--- config.mk ---
export PLATFORM = sky130hd
export DESIGN_NAME = sata_crc_check
export DESIGN_NICKNAME = d
export VERILOG_FILES = /design/src/rtl/sata_crc_check.sv
export SDC_FILE = /design/constraint.sdc
export NUM_CORES = 1
export LEC_CHECK = 0
export CAP_MARGIN = 20
export CORE_MARGIN = 4
export CORE_UTILIZATION = 65
export CTS_CLUSTER_DIAMETER = 100
export DETAILED_ROUTE_END_ITERATION = 8
export PLACE_DENSITY = 0.88
export SLEW_MARGIN = 5
export SYNTH_ARGS = -nofsm -noshare
export SYNTH_HDL_FRONTEND = slang
export SYNTH_SLANG_ARGS = --single-unit
--- constraint.sdc ---
create_clock -name clk -period 9.3 [get_ports clk]
set_input_delay 0.93 -clock clk [delete_from_list [all_inputs] [get_ports clk]]
set_output_delay 0.93 -clock clk [all_outputs]
set_load 0.03 [all_outputs]
--- src/rtl/sata_crc_check.sv ---
// Receive-side SATA link CRC checker: verifies the trailing CRC dword of each FIS,
// forwards the payload one dword late with the CRC stripped, and reports frame status.
module sata_crc_check #(
  parameter int unsigned DATA_BYTE_WIDTH = 4,
  parameter logic [31:0] CRC_INIT        = 32'h52325032,
  parameter int unsigned MAX_DWORDS      = 2049,
  parameter int unsigned CNT_W           = 12
) (
  input  logic                         clk,
  input  logic                         rst,
  input  logic                         in_val,
  input  logic [DATA_BYTE_WIDTH*8-1:0] in_data,
  input  logic                         in_sof,
  input  logic                         in_eof,
  input  logic                         in_abort,
  output logic                         out_val,
  output logic [DATA_BYTE_WIDTH*8-1:0] out_data,
  output logic                         out_sof,
  output logic                         out_last,
  output logic                         done,
  output logic                         crc_err,
  output logic                         len_err,
  output logic                         abort_err,
  output logic [CNT_W-1:0]             frame_len
);

  localparam logic [31:0]      CRC_POLY = 32'h04C11DB7;
  localparam logic [CNT_W-1:0] MAX_CNT  = CNT_W'(MAX_DWORDS);

  typedef enum logic {IDLE, FRAME} state_t;

  state_t                         state;
  logic [31:0]                    crc;
  logic [DATA_BYTE_WIDTH*8-1:0]   hold_data;
  logic                           hold_sof;
  logic                           hold_valid;
  logic [CNT_W-1:0]               cnt;
  logic [CNT_W-1:0]               cnt_inc;
  logic                           len_flag;
  logic [31:0]                    crc_seeded;
  logic [31:0]                    crc_stepped;

  // One CRC step: (crc ^ data) * x^32 mod P, unrolled as 32 MSB-first shifts.
  function automatic logic [31:0] crc_next(input logic [31:0] c, input logic [31:0] d);
    logic [31:0] r;
    r = c ^ d;
    for (int unsigned i = 0; i < 32; i++) begin
      r = r[31] ? ((r << 1) ^ CRC_POLY) : (r << 1);
    end
    return r;
  endfunction

  always_comb begin
    cnt_inc     = (cnt == '1) ? cnt : cnt + CNT_W'(1);
    crc_seeded  = crc_next(CRC_INIT, in_data);
    crc_stepped = crc_next(crc, in_data);
  end

  always_ff @(posedge clk or posedge rst) begin
    if (rst) begin
      state      <= IDLE;
      crc        <= CRC_INIT;
      hold_data  <= '0;
      hold_sof   <= 1'b0;
      hold_valid <= 1'b0;
      cnt        <= '0;
      len_flag   <= 1'b0;
      out_val    <= 1'b0;
      out_data   <= '0;
      out_sof    <= 1'b0;
      out_last   <= 1'b0;
      done       <= 1'b0;
      crc_err    <= 1'b0;
      len_err    <= 1'b0;
      abort_err  <= 1'b0;
      frame_len  <= '0;
    end else begin
      out_val   <= 1'b0;
      out_sof   <= 1'b0;
      out_last  <= 1'b0;
      done      <= 1'b0;
      crc_err   <= 1'b0;
      len_err   <= 1'b0;
      abort_err <= 1'b0;

      case (state)
        IDLE: begin
          if (in_val && in_sof) begin
            if (in_eof) begin
              done      <= 1'b1;
              len_err   <= 1'b1;
              frame_len <= '0;
            end else begin
              state      <= FRAME;
              crc        <= crc_seeded;
              hold_data  <= in_data;
              hold_sof   <= 1'b1;
              hold_valid <= 1'b1;
              cnt        <= CNT_W'(1);
              len_flag   <= 1'b0;
            end
          end
        end

        FRAME: begin
          if (in_abort || (in_val && (in_sof || in_eof))) begin
            // Any frame termination flushes the held dword as the last payload dword.
            out_val   <= hold_valid;
            out_data  <= hold_data;
            out_sof   <= hold_sof;
            out_last  <= 1'b1;
            done      <= 1'b1;
            len_err   <= len_flag;
            frame_len <= cnt;
            if (!in_abort && in_sof && !in_eof) begin
              abort_err  <= 1'b1;
              crc        <= crc_seeded;
              hold_data  <= in_data;
              hold_sof   <= 1'b1;
              hold_valid <= 1'b1;
              cnt        <= CNT_W'(1);
              len_flag   <= 1'b0;
            end else begin
              abort_err  <= in_abort || in_sof;
              crc_err    <= !in_abort && !in_sof && (in_data != crc);
              state      <= IDLE;
              crc        <= CRC_INIT;
              hold_sof   <= 1'b0;
              hold_valid <= 1'b0;
            end
          end else if (in_val) begin
            out_val   <= hold_valid;
            out_data  <= hold_data;
            out_sof   <= hold_sof;
            hold_data <= in_data;
            hold_sof  <= 1'b0;
            crc       <= crc_stepped;
            cnt       <= cnt_inc;
            if (cnt_inc > MAX_CNT) begin
              len_flag <= 1'b1;
            end
          end
        end

        default: state <= IDLE;
      endcase
    end
  end

endmodule

# [Word level (Yosys, flattened, before mapping)]
# Index checks and enable logic that the tools add are counted.
# W data, S select, Z words.
[word_totals] ff_bits=131 out_inout_bits=51 word_cells=240
[classes] addsub=1 magnitude_cmp=1 n_eq_ne=9 mux=127 bitwise_logic=67 n_reduce_logical=19
[ops] op="$mux W27" count=64
[ops] op="$not A14 Y14" count=64
[ops] op="$mux W32" count=12
[ops] op="$pmux W32 S2" count=2
[ops] op="$mux W12" count=9
[ops] op="$pmux W12 S2" count=2
[ops] op="$mux W1" count=32
[ops] op="$ne A32 B32 Y1" count=1
[ops] op="$xor A32 B32 Y32" count=1
[ops] op="$add A12 B1 Y12 const B" count=1
[ops] op="$eq A12 B12 Y1 const B" count=1
[ops] op="$gt A12 B12 Y1 const B" count=1
[ops] op="$pmux W1 S2" count=6
[ops] op="$not A11 Y11" count=1
[ops] op="$reduce_and A3 Y1" count=3
[ops] op="$logic_and A1 B1 Y1" count=6
[ops] op="$ne A2 B2 Y1 const B" count=3
[ops] op="$ne A3 B2 Y1 const B" count=2
[ops] op="$reduce_and A5 Y1" count=1
[ops] op="$reduce_and A4 Y1" count=1
[ops] op="$logic_not A1 Y1" count=3
[ops] op="$logic_or A1 B1 Y1" count=3
[ops] op="$ne A3 B1 Y1 const B" count=1
[ops] op="$ne A2 B1 Y1 const B" count=1
[ops] op="other kinds (3)" count=3

# [Depth between registers and ports, before layout]
# Gate-level depths: netlist of run 1.
[depth] ltp_word=68 depth_mapped=12

# [Worst setup path after synthesis of run 1]
# OpenSTA, ideal clock, no wires.
[synth_timing] path_kind="input port to flip-flop" startpoint="in in_data[30]" endpoint="reg crc[10]" setup_ns=0.135 arrival_time_ns=4.234 required_time_ns=9.165 setup_slack_ns=4.931 cell_stages=11 path_cell_list="buf_4 xnor2_1 xnor3_2 xnor3_2 xnor2_2 xnor3_1 xor2_1 xnor2_1 xnor2_1 a22oi_1 o21ai_0"
[synth_via] elab_chain_cells=41 word_cells_on_any_way=124 classes_between="mux (68); bitwise (56)"
[synth_rtl] item="start, declared" line="12" rtl="input logic [DATA_BYTE_WIDTH*8-1:0] in_data,"
[synth_rtl] item="$xor A32 B32 Y32 or $not A11 Y11 (tied branches)"
[synth_rtl] item="$mux W27" line="48" rtl="r = r[31] ? ((r << 1) ^ CRC_POLY) : (r << 1);"
[synth_rtl] item="$mux W27 or $not A14 Y14 (tied branches) (3 in a row)"
[synth_rtl] item="$not A14 Y14 (no source line) or $mux W27 (tied branches)"
[synth_rtl] item="$mux W27" line="48"
[synth_rtl] item="$mux W27 or $not A14 Y14 (tied branches) (4 in a row)"
[synth_rtl] item="$mux W27" line="48"
[synth_rtl] item="$not A14 Y14 (no source line) or $mux W27 (tied branches)"
[synth_rtl] item="[20 not listed]"
[synth_rtl] item="$not A14 Y14 (no source line) or $mux W27 (tied branches)"
[synth_rtl] item="$mux W27" line="48"
[synth_rtl] item="$mux W27 or $not A14 Y14 (tied branches)"
[synth_rtl] item="$not A14 Y14 (no source line) or $mux W27 (tied branches)"
[synth_rtl] item="$mux W27" line="48"
[synth_rtl] item="$mux W32 (on tied branches)" line="131, 115, 89"
[synth_rtl] item="$mux W32 (on tied branches)" line="106, 88"
[synth_rtl] item="$pmux W32 S2 (*)" line="86" rtl="case (state)"
[synth_rtl] item="end signal, assigned" line="95" rtl="crc <= crc_seeded;"
[synth_rtl] item="end signal, assigned" line="117" rtl="crc <= crc_seeded;"
[synth_rtl] item="end signal, assigned" line="137" rtl="crc <= crc_stepped;"
[synth_rtl] item="end, declared" line="33" rtl="logic [31:0] crc;"
# Every way passes the cells marked *; elsewhere a longest branch is shown, timed or not. The select of a mux whose other input is x is not followed.
# A chain may end at the register's enable or synchronous reset.

# [Final worst setup path of run 1]
[layout_timing] startpoint="in in_data[28]" endpoint="reg crc[2]"
[layout_via] elab_chain_cells=38 word_cells_on_any_way=108 classes_between="mux (58); bitwise (50)"
[layout_rtl] item="$xor A32 B32 Y32 or $not A11 Y11 (tied branches)"
[layout_rtl] item="$mux W27" line="48"
[layout_rtl] item="$mux W27 or $not A14 Y14 (tied branches)"
[layout_rtl] item="$not A14 Y14 (no source line) or $mux W27 (tied branches)"
[layout_rtl] item="$mux W27" line="48"
[layout_rtl] item="$not A14 Y14 (no source line)"
[layout_rtl] item="$mux W27" line="48"
[layout_rtl] item="$mux W27 or $not A14 Y14 (tied branches)"
[layout_rtl] item="[22 not listed]"
[layout_rtl] item="$not A14 Y14 (no source line) or $mux W27 (tied branches)"
[layout_rtl] item="$mux W27" line="48"
[layout_rtl] item="$mux W27 or $not A14 Y14 (tied branches)"
[layout_rtl] item="$not A14 Y14 (no source line) or $mux W27 (tied branches)"
[layout_rtl] item="$mux W27" line="48"
[layout_rtl] item="$mux W32 (on tied branches)" line="131, 115, 89"
[layout_rtl] item="$mux W32 (on tied branches)" line="106, 88"
[layout_rtl] item="$pmux W32 S2 (*)" line="86"
# Marks and branches as above.

==> metrics.txt, run 1 <==
# TYPE chip_impl_metric gauge
chip_impl_metric{name="floorplan.initialDensity",unit=""} 0.672
chip_impl_metric{name="antenna_violating_nets_left",unit=""} 0
chip_impl_metric{name="whs",unit="ns"} 0.469
chip_impl_metric{name="cts_buffers",unit=""} 17
chip_impl_metric{name="worst_path_largest_cell_delay",unit="ns"} 0.77
chip_impl_metric{name="all_layer_gr_usage",unit=""} 0.329
chip_impl_metric{name="htreeDepth",unit=""} 4
chip_impl_metric{name="grt_first_pass_wirelength",unit="µm"} 49600
chip_impl_metric{name="tightest_slew",unit="ns"} 1.14
chip_impl_metric{name="hold_path_depth",unit=""} 2
chip_impl_metric{name="syn_nets",unit=""} 1097
chip_impl_metric{name="design_area",unit="mm²"} 0.0130
chip_impl_metric{name="rows",unit=""} 47
chip_impl_metric{name="dieHeight",unit="µm"} 140
chip_impl_info{name="commonest_non_fill_non_tap_cell_in_the_layout",value="xnor2_1"} 1
chip_impl_info{name="clock_tree_from_tritoncts",value="built"} 1
chip_impl_info{name="crit_chain",value="clkdlybuf4s50_1, xnor2_1, xnor3_1, xnor2_1, xnor3_1, xor2_1, xor2_1, xor2_1, xnor2_1, a22oi_1, o21ai_0"} 1
chip_impl_metric{name="io_pins",unit=""} 89
chip_impl_metric{name="max_cap_violations",unit=""} 0
chip_impl_metric{name="synth_sequential_area_ratio",unit=""} 0.291
chip_impl_metric{name="placed_cell_area",unit="mm²"} 0.0123
chip_impl_metric{name="finalHoldViolations",unit=""} 0
chip_impl_metric{name="fin_tns_setup",unit="ns"} 0
chip_impl_metric{name="cells_on_worst_reg2reg_path",unit=""} 10
chip_impl_metric{name="timing.final.setup_violations",unit=""} 0
chip_impl_metric{name="layout_min_cycle_time",unit="ns"} 5.27
chip_impl_metric{name="timing_max_transition_violations_final",unit=""} 0
chip_impl_metric{name="cts-root-to-sink-buffers",unit=""} 2
chip_impl_info{name="timing.critical_path.from_type",value="primary input"} 1
chip_impl_info{name="cts_root_buffer",value="clkbuf_16"} 1
chip_impl_metric{name="finalWirelength",unit="µm"} 32200
chip_impl_metric{name="grt_max_degree",unit=""} 84
chip_impl_metric{name="min_period_over_period",unit=""} 0.567
chip_impl_info{name="worstSetupEndpointType",value="flip-flop"} 1
chip_impl_info{name="run_status",value="finished, final reports clean"} 1
chip_impl_metric{name="fmax_achieved",unit="MHz"} 190
chip_impl_metric{name="antenna_found_initial",unit=""} 0
chip_impl_metric{name="gr-total-overflow",unit=""} 0
chip_impl_info{name="worstHoldPathType",value="reg -> reg"} 1
chip_impl_metric{name="timing.critical_path.required",unit="ns"} 9.57
chip_impl_metric{name="placeableCoreArea",unit="mm²"} 0.0168
chip_impl_metric{name="wire_per_inst",unit="µm"} 23.7
chip_impl_metric{name="post-cts-setup-buffer-count",unit=""} 0
chip_impl_info{name="rsz0062_at_grt",value="no"} 1
chip_impl_metric{name="drt_first_pass_iters",unit=""} 6
chip_impl_metric{name="worst_ep_arrival_time",unit="ns"} 5.54
chip_impl_metric{name="yosysUniqueCellTypes",unit=""} 50
chip_impl_metric{name="number_of_enable_type_register_cells_in_the_synthesized_netlist",unit=""} 0
chip_impl_metric{name="worst_skew_pair.late_latency",unit="ns"} 0.43
chip_impl_info{name="worst_setup_path_class",value="in -> reg"} 1
chip_impl_metric{name="antenna_cells_inserted",unit=""} 0
chip_impl_info{name="timing.critical_path.slowest_stage_cell",value="clkdlybuf4s50_1"} 1
chip_impl_metric{name="yosys_warnings",unit=""} 0
chip_impl_info{name="layout_common_cells",value="xnor2_1, nand2_1, dfrtp_1"} 1
chip_impl_metric{name="number_of_global_route_vias_before_repair",unit=""} 8482
chip_impl_metric{name="max-slew-margin-rel",unit=""} 0.235
chip_impl_metric{name="share_of_final_layout_standard_cells_stronger_than_drive_strength_1",unit=""} 0.123
chip_impl_metric{name="detailroute.via_count",unit=""} 8356
chip_impl_metric{name="drt_iter0_markers",unit=""} 880
chip_impl_metric{name="share_of_async_settable_or_async_resettable_flops_after_synthesis",unit=""} 1.00
chip_impl_metric{name="netlist_instances",unit=""} 1056
chip_impl_metric{name="path_clk_slew",unit="ns"} 0.07
chip_impl_metric{name="syn-mean-instance-area",unit="µm²"} 10.7
chip_impl_metric{name="cts.sink_count",unit=""} 131
chip_impl_metric{name="die-width",unit="µm"} 140
chip_impl_metric{name="fin_worst_skew",unit="ns"} 0.00670
chip_impl_metric{name="drc",unit=""} 0
chip_impl_metric{name="critical_path_peak_fanout",unit=""} 7
chip_impl_metric{name="die_area",unit="mm²"} 0.0196
chip_impl_metric{name="weighted_congestion_reported_at_the_end_of_routability_driven_placement",unit=""} 1.06
chip_impl_metric{name="dp.final_hpwl",unit="µm"} 24000
chip_impl_metric{name="area_delta_synth_final",unit="%"} 14.8
chip_impl_metric{name="num-nets-final",unit=""} 1167
chip_impl_metric{name="yosys_register_bits",unit=""} 131
chip_impl_metric{name="post_cts_hold_buffer_count",unit=""} 0
chip_impl_metric{name="post_cts_resize_count",unit=""} 0
chip_impl_metric{name="portBuffers",unit=""} 88
chip_impl_metric{name="post_synth_instance_area",unit="mm²"} 0.0113
chip_impl_info{name="synth_top_flop_cell",value="dfrtp_1"} 1
chip_impl_metric{name="vias_per_cell",unit=""} 6.15
Yosys cell counts, drive strengths merged, types with 12 or more instances:
cell    number  share of area
clkbuf      36          0.012
a22oi       15          0.010
a21oi       21         0.0093
dfrtp      120           0.27
o21ai       33          0.015
nor2        22         0.0073
nand2      133          0.044
buf         12         0.0069
xnor3       48          0.097
xnor2      368           0.32
mux2        33          0.033
o22ai       15         0.0083
xor2        97          0.083
a22o        12         0.0093
worst max-delay path, delay by kind of cell:
family	cells	cell delay [ns]
AOI/OAI and AO/OA	2	0.33
buffers and inverters	1	0.77
xor gates and xnor gates	8	3.50
flip-flops by register name (all words and copies together), names as in the netlist:
register    count
crc_err         1
out_val         1
len_err         1
hold_data      32
hold_valid      1
done            1
hold_sof        1
out_last        1
out_data       32
frame_len      12
cnt            12
abort_err       1
out_sof         1
state           1
crc            32
len_flag        1
final cells by class:
cell class / instances / area (µm²)
clock inverters: 15 / 183
flip-flops and latches: 131 / 3290
multi-input cells: 869 / 7780
inverters: 8 / 35.0
clock buffers: 17 / 425
well taps: 220 / 275
repair buffers: 99 / 987
fillers: 1076 / 3840
per-layer routing:
layer | vias up | GRT usage | part of all wire
li1 | 3619 | - | -
met1 | 4128 | 0.452 | 0.39
met2 | 507 | 0.508 | 0.46
met3 | 102 | 0.0782 | 0.10
met4 | 0 | 0.130 | 0.044
met5 | - | 0 | 0
path summary, 6_finish.rpt:
path                                from            end  slack (ns)
min reg2reg                hold_data[22]   out_data[22]        0.47
max reg2reg                      crc[27]        crc[27]        5.03
max                          in_data[28]         crc[2]        4.03
max in group asynchronous            rst        out_sof        7.66
min in group asynchronous            rst  hold_data[28]        0.78
min                        hold_data[22]   out_data[22]        0.47
cells by family after synthesis:
kind of cell | count (synthesis) | share of synthesized area
AND/OR/NAND/NOR | 195 | 0.0722
multiplexers | 33 | 0.0329
XOR/XNOR | 521 | 0.512
flip-flops | 131 | 0.291
AO/OA/AOI/OAI | 116 | 0.0659
adder cells (fa/ha/maj) | 4 | 0.00421
buffers and inverters | 56 | 0.0217
through the flow:
stage | worst slack, ns | cells | util
final | 4.03 | 1359 | 0.771
after global routing | 3.71 | 1359 | 0.771
after CTS | 4.09 | 1358 | 0.770
after detailed placement | 3.68 | 1326 | 0.734
after global placement | 3.69 | 1325 | 0.733
after floorplan | 4.89 | 1056 | -
Power of run 1 is not shown: default switching activity piles up to over one toggle a cycle in this logic, so the estimate is an artifact.
==> run 2: changes to the inputs <==
CORE_UTILIZATION = 54   (was 65)
PLACE_DENSITY = 0.78   (was 0.88)
clock period = 4.6 ns   (was 9.3 ns; I/O delays follow)
==> run 2 against run 1 <==
  * Sequential share of layout area is 1.3 points lower
  * Design area grew 5.3%
  * Register-to-register slack lost 4.4 ns
  * Clock skew increased by 0.0086 ns
  * Clock-buffer cell count stayed put
  * Hold slack lost 0.0048 ns
  * Via count grew 0.51%
  * Critical path type unchanged
  * Critical endpoint is now crc[30]
==> metrics.txt, run 2 (synthesis gave the netlist of run 1 again) <==
# TYPE chip_impl_metric gauge
chip_impl_info{name="largestRegisters",value="crc x32, hold_data x32, out_data x32"} 1
chip_impl_metric{name="floorplan.initialDensity",unit=""} 0.553
chip_impl_metric{name="timing_max_transition_violations_final",unit=""} 0
chip_impl_metric{name="fin_worst_skew",unit="ns"} 0.0153
chip_impl_metric{name="fmax_achieved",unit="MHz"} 244
chip_impl_metric{name="drt_iter0_markers",unit=""} 787
chip_impl_info{name="timing.critical_path.from_type",value="primary input"} 1
chip_impl_info{name="timing.critical_path.slowest_stage_cell",value="clkdlybuf4s50_1"} 1
chip_impl_metric{name="max-slew-margin-rel",unit=""} 0.274
chip_impl_metric{name="dp.final_hpwl",unit="µm"} 25500
chip_impl_metric{name="preCtsSetupSlack",unit="ns"} 0.0777
chip_impl_info{name="cts_root_buffer",value="clkbuf_16"} 1
chip_impl_info{name="crit_chain",value="clkdlybuf4s50_1, xor2_2, xnor3_2, xor3_1, xnor3_1, xnor2_4, xor2_1, xnor2_1, xor2_1, o22ai_1, o21ai_0"} 1
chip_impl_metric{name="grt_max_degree",unit=""} 132
chip_impl_info{name="critPathMostFrequentCell",value="xor2_1"} 1
chip_impl_metric{name="antenna_found_initial",unit=""} 0
chip_impl_metric{name="share_of_final_layout_standard_cells_stronger_than_drive_strength_1",unit=""} 0.185
chip_impl_metric{name="finalHoldViolations",unit=""} 0
chip_impl_metric{name="cts_buffers",unit=""} 17
chip_impl_metric{name="timing.critical_path.required",unit="ns"} 4.96
chip_impl_metric{name="detailroute.via_count",unit=""} 8399
chip_impl_metric{name="worst_skew_pair.late_latency",unit="ns"} 0.43
chip_impl_metric{name="post_cts_hold_buffer_count",unit=""} 0
chip_impl_metric{name="num-nets-final",unit=""} 1254
chip_impl_metric{name="drc",unit=""} 0
chip_impl_info{name="rsz0062_at_grt",value="no"} 1
chip_impl_metric{name="cts.sink_count",unit=""} 131
chip_impl_metric{name="gr-total-overflow",unit=""} 0
chip_impl_info{name="worst_setup_path_class",value="in -> reg"} 1
chip_impl_info{name="layout_common_cells",value="xnor2_1, nand2_1, dfrtp_1"} 1
chip_impl_metric{name="grt_first_pass_wirelength",unit="µm"} 50400
chip_impl_info{name="clock_tree_from_tritoncts",value="built"} 1
chip_impl_metric{name="cts-root-to-sink-buffers",unit=""} 2
chip_impl_metric{name="die_area",unit="mm²"} 0.0233
chip_impl_metric{name="placeableCoreArea",unit="mm²"} 0.0204
chip_impl_info{name="commonest_non_fill_non_tap_cell_in_the_layout",value="xnor2_1"} 1
chip_impl_info{name="worstSetupEndpointType",value="flip-flop"} 1
chip_impl_metric{name="vias_per_cell",unit=""} 5.61
chip_impl_info{name="worstHoldPathType",value="reg -> reg"} 1
chip_impl_metric{name="htreeDepth",unit=""} 4
chip_impl_metric{name="antenna_cells_inserted",unit=""} 0
chip_impl_metric{name="finalWirelength",unit="µm"} 32600
chip_impl_metric{name="all_layer_gr_usage",unit=""} 0.280
chip_impl_metric{name="timing.final.setup_violations",unit=""} 0
chip_impl_metric{name="max_cap_violations",unit=""} 0
chip_impl_metric{name="layout_min_cycle_time",unit="ns"} 4.11
chip_impl_metric{name="post_cts_resize_count",unit=""} 0
chip_impl_metric{name="worst_path_largest_cell_delay",unit="ns"} 0.82
chip_impl_metric{name="area_delta_synth_final",unit="%"} 20.9
chip_impl_metric{name="fin_tns_setup",unit="ns"} 0
chip_impl_info{name="run_status",value="finished, final reports clean"} 1
chip_impl_metric{name="post-cts-setup-buffer-count",unit=""} 0
chip_impl_metric{name="portBuffers",unit=""} 88
chip_impl_metric{name="path_clk_slew",unit="ns"} 0.06
chip_impl_metric{name="weighted_congestion_reported_at_the_end_of_routability_driven_placement",unit=""} 1.01
chip_impl_metric{name="layoutNonFillerInstCount",unit=""} 1496
chip_impl_metric{name="drt_first_pass_iters",unit=""} 5
chip_impl_metric{name="worst_ep_arrival_time",unit="ns"} 4.46
chip_impl_metric{name="rows",unit=""} 52
chip_impl_metric{name="min_period_over_period",unit=""} 0.893
chip_impl_metric{name="tightest_slew",unit="ns"} 1.08
chip_impl_metric{name="dieHeight",unit="µm"} 153
chip_impl_metric{name="critical_path_peak_fanout",unit=""} 7
chip_impl_metric{name="number_of_global_route_vias_before_repair",unit=""} 8430
chip_impl_metric{name="placed_cells",unit=""} 1464
chip_impl_metric{name="antenna_violating_nets_left",unit=""} 0
chip_impl_metric{name="wire_per_inst",unit="µm"} 21.8
chip_impl_metric{name="die-width",unit="µm"} 153
chip_impl_metric{name="io_pins",unit=""} 89
chip_impl_metric{name="worst_slack",unit="ns"} 0.494
-- run 2: path summary, 6_finish.rpt --
| check | cells after the start | startpoint | to | slack, ns |
|---|---|---|---|---|
| max | 11 | in_data[28] | crc[30] | 0.49 |
| min | 2 | hold_data[0] | out_data[0] | 0.46 |
| max reg2reg | 10 | crc[19] | crc[11] | 0.67 |
| min reg2reg | 2 | hold_data[0] | out_data[0] | 0.46 |
| max in group asynchronous | 3 | rst | crc[24] | 3.54 |
| min in group asynchronous | 3 | rst | out_data[4] | 0.57 |
-- run 2: metrics by stage --
step / cell area [µm²] / utilization / hold WS (ns)
floorplan: 11300 / - / 0.435
global placement: 13100 / 0.640 / 0.442
finish: 13700 / 0.669 / 0.464
CTS: 13700 / 0.669 / 0.466
detailed placement: 13100 / 0.640 / 0.449
global route: 13700 / 0.669 / 0.486
-- run 2: layout make-up --
cell class | count | area [µm²]
Inverter | 8 | 35.0
Clock inverter | 15 | 158
Multi-Input combinational cell | 869 | 7780
Clock buffer | 17 | 425
Tap cell | 270 | 338
Timing Repair Buffer | 186 | 1640
Fill cell | 1588 | 6760
Sequential cell | 131 | 3290
-- run 2: per-layer routing --
| layer | wire length [µm] | up-vias | part of all wire | GRT usage |
|---|---|---|---|---|
| li1 | - | 3789 | - | - |
| met1 | 13600 | 4154 | 0.42 | 0.392 |
| met2 | 15400 | 390 | 0.47 | 0.448 |
| met3 | 2460 | 66 | 0.075 | 0.0420 |
| met4 | 1080 | 0 | 0.033 | 0.0921 |
| met5 | 0 | - | 0 | 0 |
-- run 2: worst max-delay path: cells and delay by family --
family / cells / cell delay [ns]
AOI/OAI and AO/OA: 2 / 0.40
xor gates and xnor gates: 8 / 2.76
buffers and inverters: 1 / 0.82
Power of run 2 is left out for the same reason.
==> run 3: changes to the inputs <==
ABC_AREA = 1   (was not set)
CORE_UTILIZATION = 56   (was 54)
CTS_CLUSTER_SIZE = 24   (was not set)
PLACE_DENSITY = 0.79   (was 0.78)
==> run 3 against run 2 <==
  * First-iteration DRC count rose to 2.5 times the previous value
  * Clock-buffer cell count unchanged
  * Sequential share of layout area down 4.3 points
  * Non-clock buffer count down 60
  * Fmax down 6.1%
  * Critical path type unchanged
==> metrics.txt, run 3 <==
# TYPE chip_impl_metric gauge
chip_impl_metric{name="worst_path_largest_cell_delay",unit="ns"} 0.74
chip_impl_metric{name="yosys_warnings",unit=""} 0
chip_impl_info{name="crit-reg2reg-launch",value="crc[23]"} 1
chip_impl_metric{name="timing.critical_path.required",unit="ns"} 4.97
chip_impl_metric{name="worst_slack",unit="ns"} 0.229
chip_impl_info{name="clock_tree_from_tritoncts",value="built"} 1
chip_impl_metric{name="drt_iter0_markers",unit=""} 2000
chip_impl_info{name="largestRegisters",value="crc x32, hold_data x32, out_data x32"} 1
chip_impl_info{name="synth_top_flop_cell",value="dfrtp_1"} 1
chip_impl_info{name="worstHoldPathType",value="reg -> reg"} 1
chip_impl_metric{name="antenna_found_initial",unit=""} 1
chip_impl_metric{name="timing_max_transition_violations_final",unit=""} 0
chip_impl_metric{name="grt_first_pass_wirelength",unit="µm"} 85500
chip_impl_metric{name="max_cap_violations",unit=""} 0
chip_impl_info{name="cpLargestDelayFamily",value="simple AND/OR/NAND/NOR gates"} 1
chip_impl_metric{name="critical_path_peak_fanout",unit=""} 9
chip_impl_metric{name="design_area",unit="mm²"} 0.0166
chip_impl_metric{name="portBuffers",unit=""} 88
chip_impl_info{name="timing.critical_path.from_type",value="primary input"} 1
chip_impl_metric{name="max-slew-margin-rel",unit=""} 0.388
chip_impl_metric{name="finalHoldViolations",unit=""} 0
chip_impl_metric{name="die_area",unit="mm²"} 0.0287
chip_impl_info{name="synthMostInstantiatedCell",value="nand2_1"} 1
chip_impl_metric{name="yosysUniqueCellTypes",unit=""} 44
chip_impl_info{name="worst_setup_path_class",value="in -> reg"} 1
chip_impl_metric{name="cells_on_worst_reg2reg_path",unit=""} 20
chip_impl_info{name="cts_root_buffer",value="clkbuf_16"} 1
chip_impl_info{name="netlist.top_cell.by_area",value="nand2_1"} 1
chip_impl_metric{name="preCtsSetupSlack",unit="ns"} 0.112
chip_impl_metric{name="seqCellArea",unit="mm²"} 0.00329
chip_impl_metric{name="share_of_async_settable_or_async_resettable_flops_after_synthesis",unit=""} 1.00
chip_impl_info{name="synth.top_cells.by_count",value="nand2_1, nand3_1, xor2_1, inv_1, dfrtp_1"} 1
chip_impl_metric{name="all_layer_gr_usage",unit=""} 0.384
chip_impl_metric{name="die-width",unit="µm"} 169
chip_impl_metric{name="fin_worst_skew",unit="ns"} 0.0270
chip_impl_metric{name="worst_ep_arrival_time",unit="ns"} 4.74
chip_impl_metric{name="num-nets-final",unit=""} 2487
chip_impl_metric{name="antenna_violating_nets_left",unit=""} 0
chip_impl_metric{name="htreeDepth",unit=""} 4
chip_impl_info{name="rsz0062_at_grt",value="no"} 1
chip_impl_metric{name="placeableCoreArea",unit="mm²"} 0.0254
chip_impl_metric{name="post_cts_resize_count",unit=""} 0
chip_impl_metric{name="yosys.area.top_type_share",unit=""} 0.265
chip_impl_metric{name="post_cts_hold_buffer_count",unit=""} 0
chip_impl_metric{name="yosys_register_bits",unit=""} 131
chip_impl_metric{name="path_clk_slew",unit="ns"} 0.07
chip_impl_metric{name="rows",unit=""} 58
chip_impl_info{name="crit_chain",value="clkdlybuf4s50_1, xnor2_2, nand2_1, nand2_2, inv_1, nand2_2, nand2_2, xor2_2, nand2_1, nand2_1, nand2_1, nand2_2, nand2_1, nand2_2, nand2_1, nand2_2, xor2_1, nor2_1, o21ai_1, nand2_1, nand2_1"} 1
chip_impl_metric{name="placed_cell_area",unit="mm²"} 0.0160
chip_impl_metric{name="vias_per_cell",unit=""} 5.78
chip_impl_metric{name="whs",unit="ns"} 0.481
chip_impl_metric{name="gr-total-overflow",unit=""} 0
chip_impl_metric{name="fin_tns_setup",unit="ns"} 0
chip_impl_metric{name="number_of_enable_type_register_cells_in_the_synthesized_netlist",unit=""} 0
chip_impl_info{name="commonest_non_fill_non_tap_cell_in_the_layout",value="nand2_1"} 1
chip_impl_metric{name="timing.final.setup_violations",unit=""} 0
chip_impl_info{name="layout_common_cells",value="nand2_1, nand3_1, xor2_1"} 1
chip_impl_metric{name="dieHeight",unit="µm"} 169
chip_impl_metric{name="cts_buffers",unit=""} 17
chip_impl_metric{name="post_synth_instance_area",unit="mm²"} 0.0146
chip_impl_metric{name="post-cts-setup-buffer-count",unit=""} 0
chip_impl_metric{name="floorplan.initialDensity",unit=""} 0.575
chip_impl_metric{name="synth_sequential_area_ratio",unit=""} 0.226
chip_impl_metric{name="number_of_global_route_vias_before_repair",unit=""} 15141
chip_impl_info{name="run_status",value="finished, final reports clean"} 1
chip_impl_metric{name="drt_first_pass_iters",unit=""} 8
chip_impl_metric{name="cts.sink_count",unit=""} 131
chip_impl_metric{name="tightest_slew",unit="ns"} 0.918
chip_impl_metric{name="multi_input_area",unit="mm²"} 0.0102
chip_impl_metric{name="worst_skew_pair.late_latency",unit="ns"} 0.44
chip_impl_metric{name="layout_min_cycle_time",unit="ns"} 4.37
chip_impl_metric{name="worstPathBufferInverterCount",unit=""} 2
chip_impl_info{name="worstSetupEndpointType",value="flip-flop"} 1
chip_impl_metric{name="grt_max_degree",unit=""} 102
chip_impl_metric{name="cts-root-to-sink-buffers",unit=""} 2
chip_impl_info{name="timing.critical_path.slowest_stage_cell",value="clkdlybuf4s50_1"} 1
chip_impl_metric{name="share_of_final_layout_standard_cells_stronger_than_drive_strength_1",unit=""} 0.111
chip_impl_metric{name="finalWirelength",unit="µm"} 55100
chip_impl_metric{name="wire_per_inst",unit="µm"} 19.7
chip_impl_info{name="worstSetupStartpoint",value="in_data[23]"} 1
chip_impl_info{name="regToRegEndpoint",value="crc[5]"} 1
chip_impl_metric{name="critical_path_depth",unit=""} 21
chip_impl_metric{name="drc",unit=""} 0
chip_impl_metric{name="netlist_instances",unit=""} 2342
chip_impl_metric{name="final.fill_count",unit=""} 2349
chip_impl_info{name="synthTopCellsByArea",value="nand2_1, dfrtp_1, xor2_1"} 1
chip_impl_metric{name="syn_nets",unit=""} 2383
chip_impl_info{name="critPathMostFrequentCell",value="nand2_1"} 1
chip_impl_metric{name="detailroute.via_count",unit=""} 16128
chip_impl_metric{name="dp.final_hpwl",unit="µm"} 44500
chip_impl_metric{name="weighted_congestion_reported_at_the_end_of_routability_driven_placement",unit=""} 1.03
chip_impl_info{name="critPathCapture",value="crc[5]"} 1
chip_impl_metric{name="io_pins",unit=""} 89
chip_impl_metric{name="fmax_achieved",unit="MHz"} 229
chip_impl_metric{name="r2r_setup_slack",unit="ns"} 0.66
chip_impl_metric{name="area_delta_synth_final",unit="%"} 13.7
chip_impl_metric{name="min_period_over_period",unit=""} 0.950
chip_impl_metric{name="syn-mean-instance-area",unit="µm²"} 6.23
## run 3: routing by layer
metal | global-route usage | part of all wire | vias up | routed length [µm]
met1 | 0.508 | 0.41 | 7473 | 22500
met3 | 0.0818 | 0.098 | 215 | 5400
met2 | 0.603 | 0.43 | 896 | 23900
li1 | - | - | 7544 | -
met5 | 0 | 0 | - | 0
met4 | 0.182 | 0.059 | 0 | 3240
## run 3: metrics by stage
step | cells | util
6_report | 2790 | 0.653
3_3_place_gp | 2756 | 0.628
2_1_floorplan | 2342 | -
4_1_cts | 2789 | 0.653
3_5_place_dp | 2757 | 0.629
5_1_grt | 2790 | 0.653
## run 3: kinds of logic (layout without fill, tap and decap cells)
family | after synthesis | after routing | share of synthesized area
AND/OR/NAND/NOR | 1511 | 1511 | 0.446
XOR/XNOR | 295 | 295 | 0.194
buffers and inverters | 262 | 379 | 0.0726
flip-flops | 131 | 131 | 0.226
AO/OA/AOI/OAI | 120 | 120 | 0.0441
multiplexers | 20 | 20 | 0.0154
adder cells (fa/ha/maj) | 3 | 3 | 0.00257
other | 0 | 1 | 0
## run 3: worst min-delay path by stage
stage | startpoint | endpoint | cells past startpoint
global placement | hold_data[6] | hold_data[6] | 2
detailed placement | crc[17] | crc[17] | 2
global route | hold_data[25] | hold_data[25] | 2
floorplan | hold_data[6] | hold_data[6] | 2
CTS | crc[17] | crc[17] | 2
finish | crc[17] | crc[17] | 2
## run 3: final cells by class
type                            instances  area share
Antenna cell                            1    0.000151
Clock buffer                           17      0.0256
Clock inverter                         15      0.0113
Inverter                              221      0.0506
Multi-Input combinational cell       1949       0.618
Sequential cell                       131       0.198
Tap cell                              330      0.0249
Timing Repair Buffer                  126      0.0715
## run 3: worst register-to-register path, stage by stage, from the launching register on
cell and delay [ns]:
dfrtp_1 0.45, xnor2_2 0.48, nand2_1 0.16, nand2_2 0.23
inv_1 0.16, nand2_2 0.11, nand2_2 0.12, xor2_2 0.40
nand2_1 0.09, nand2_1 0.19, nand2_1 0.13, nand2_2 0.14
nand2_1 0.08, nand2_2 0.23, nand2_1 0.11, nand2_2 0.13
xor2_1 0.26, nor2_1 0.09, o21ai_1 0.18, nand2_1 0.07
nand2_1 0.06
Power of run 3 is left out for the same reason.
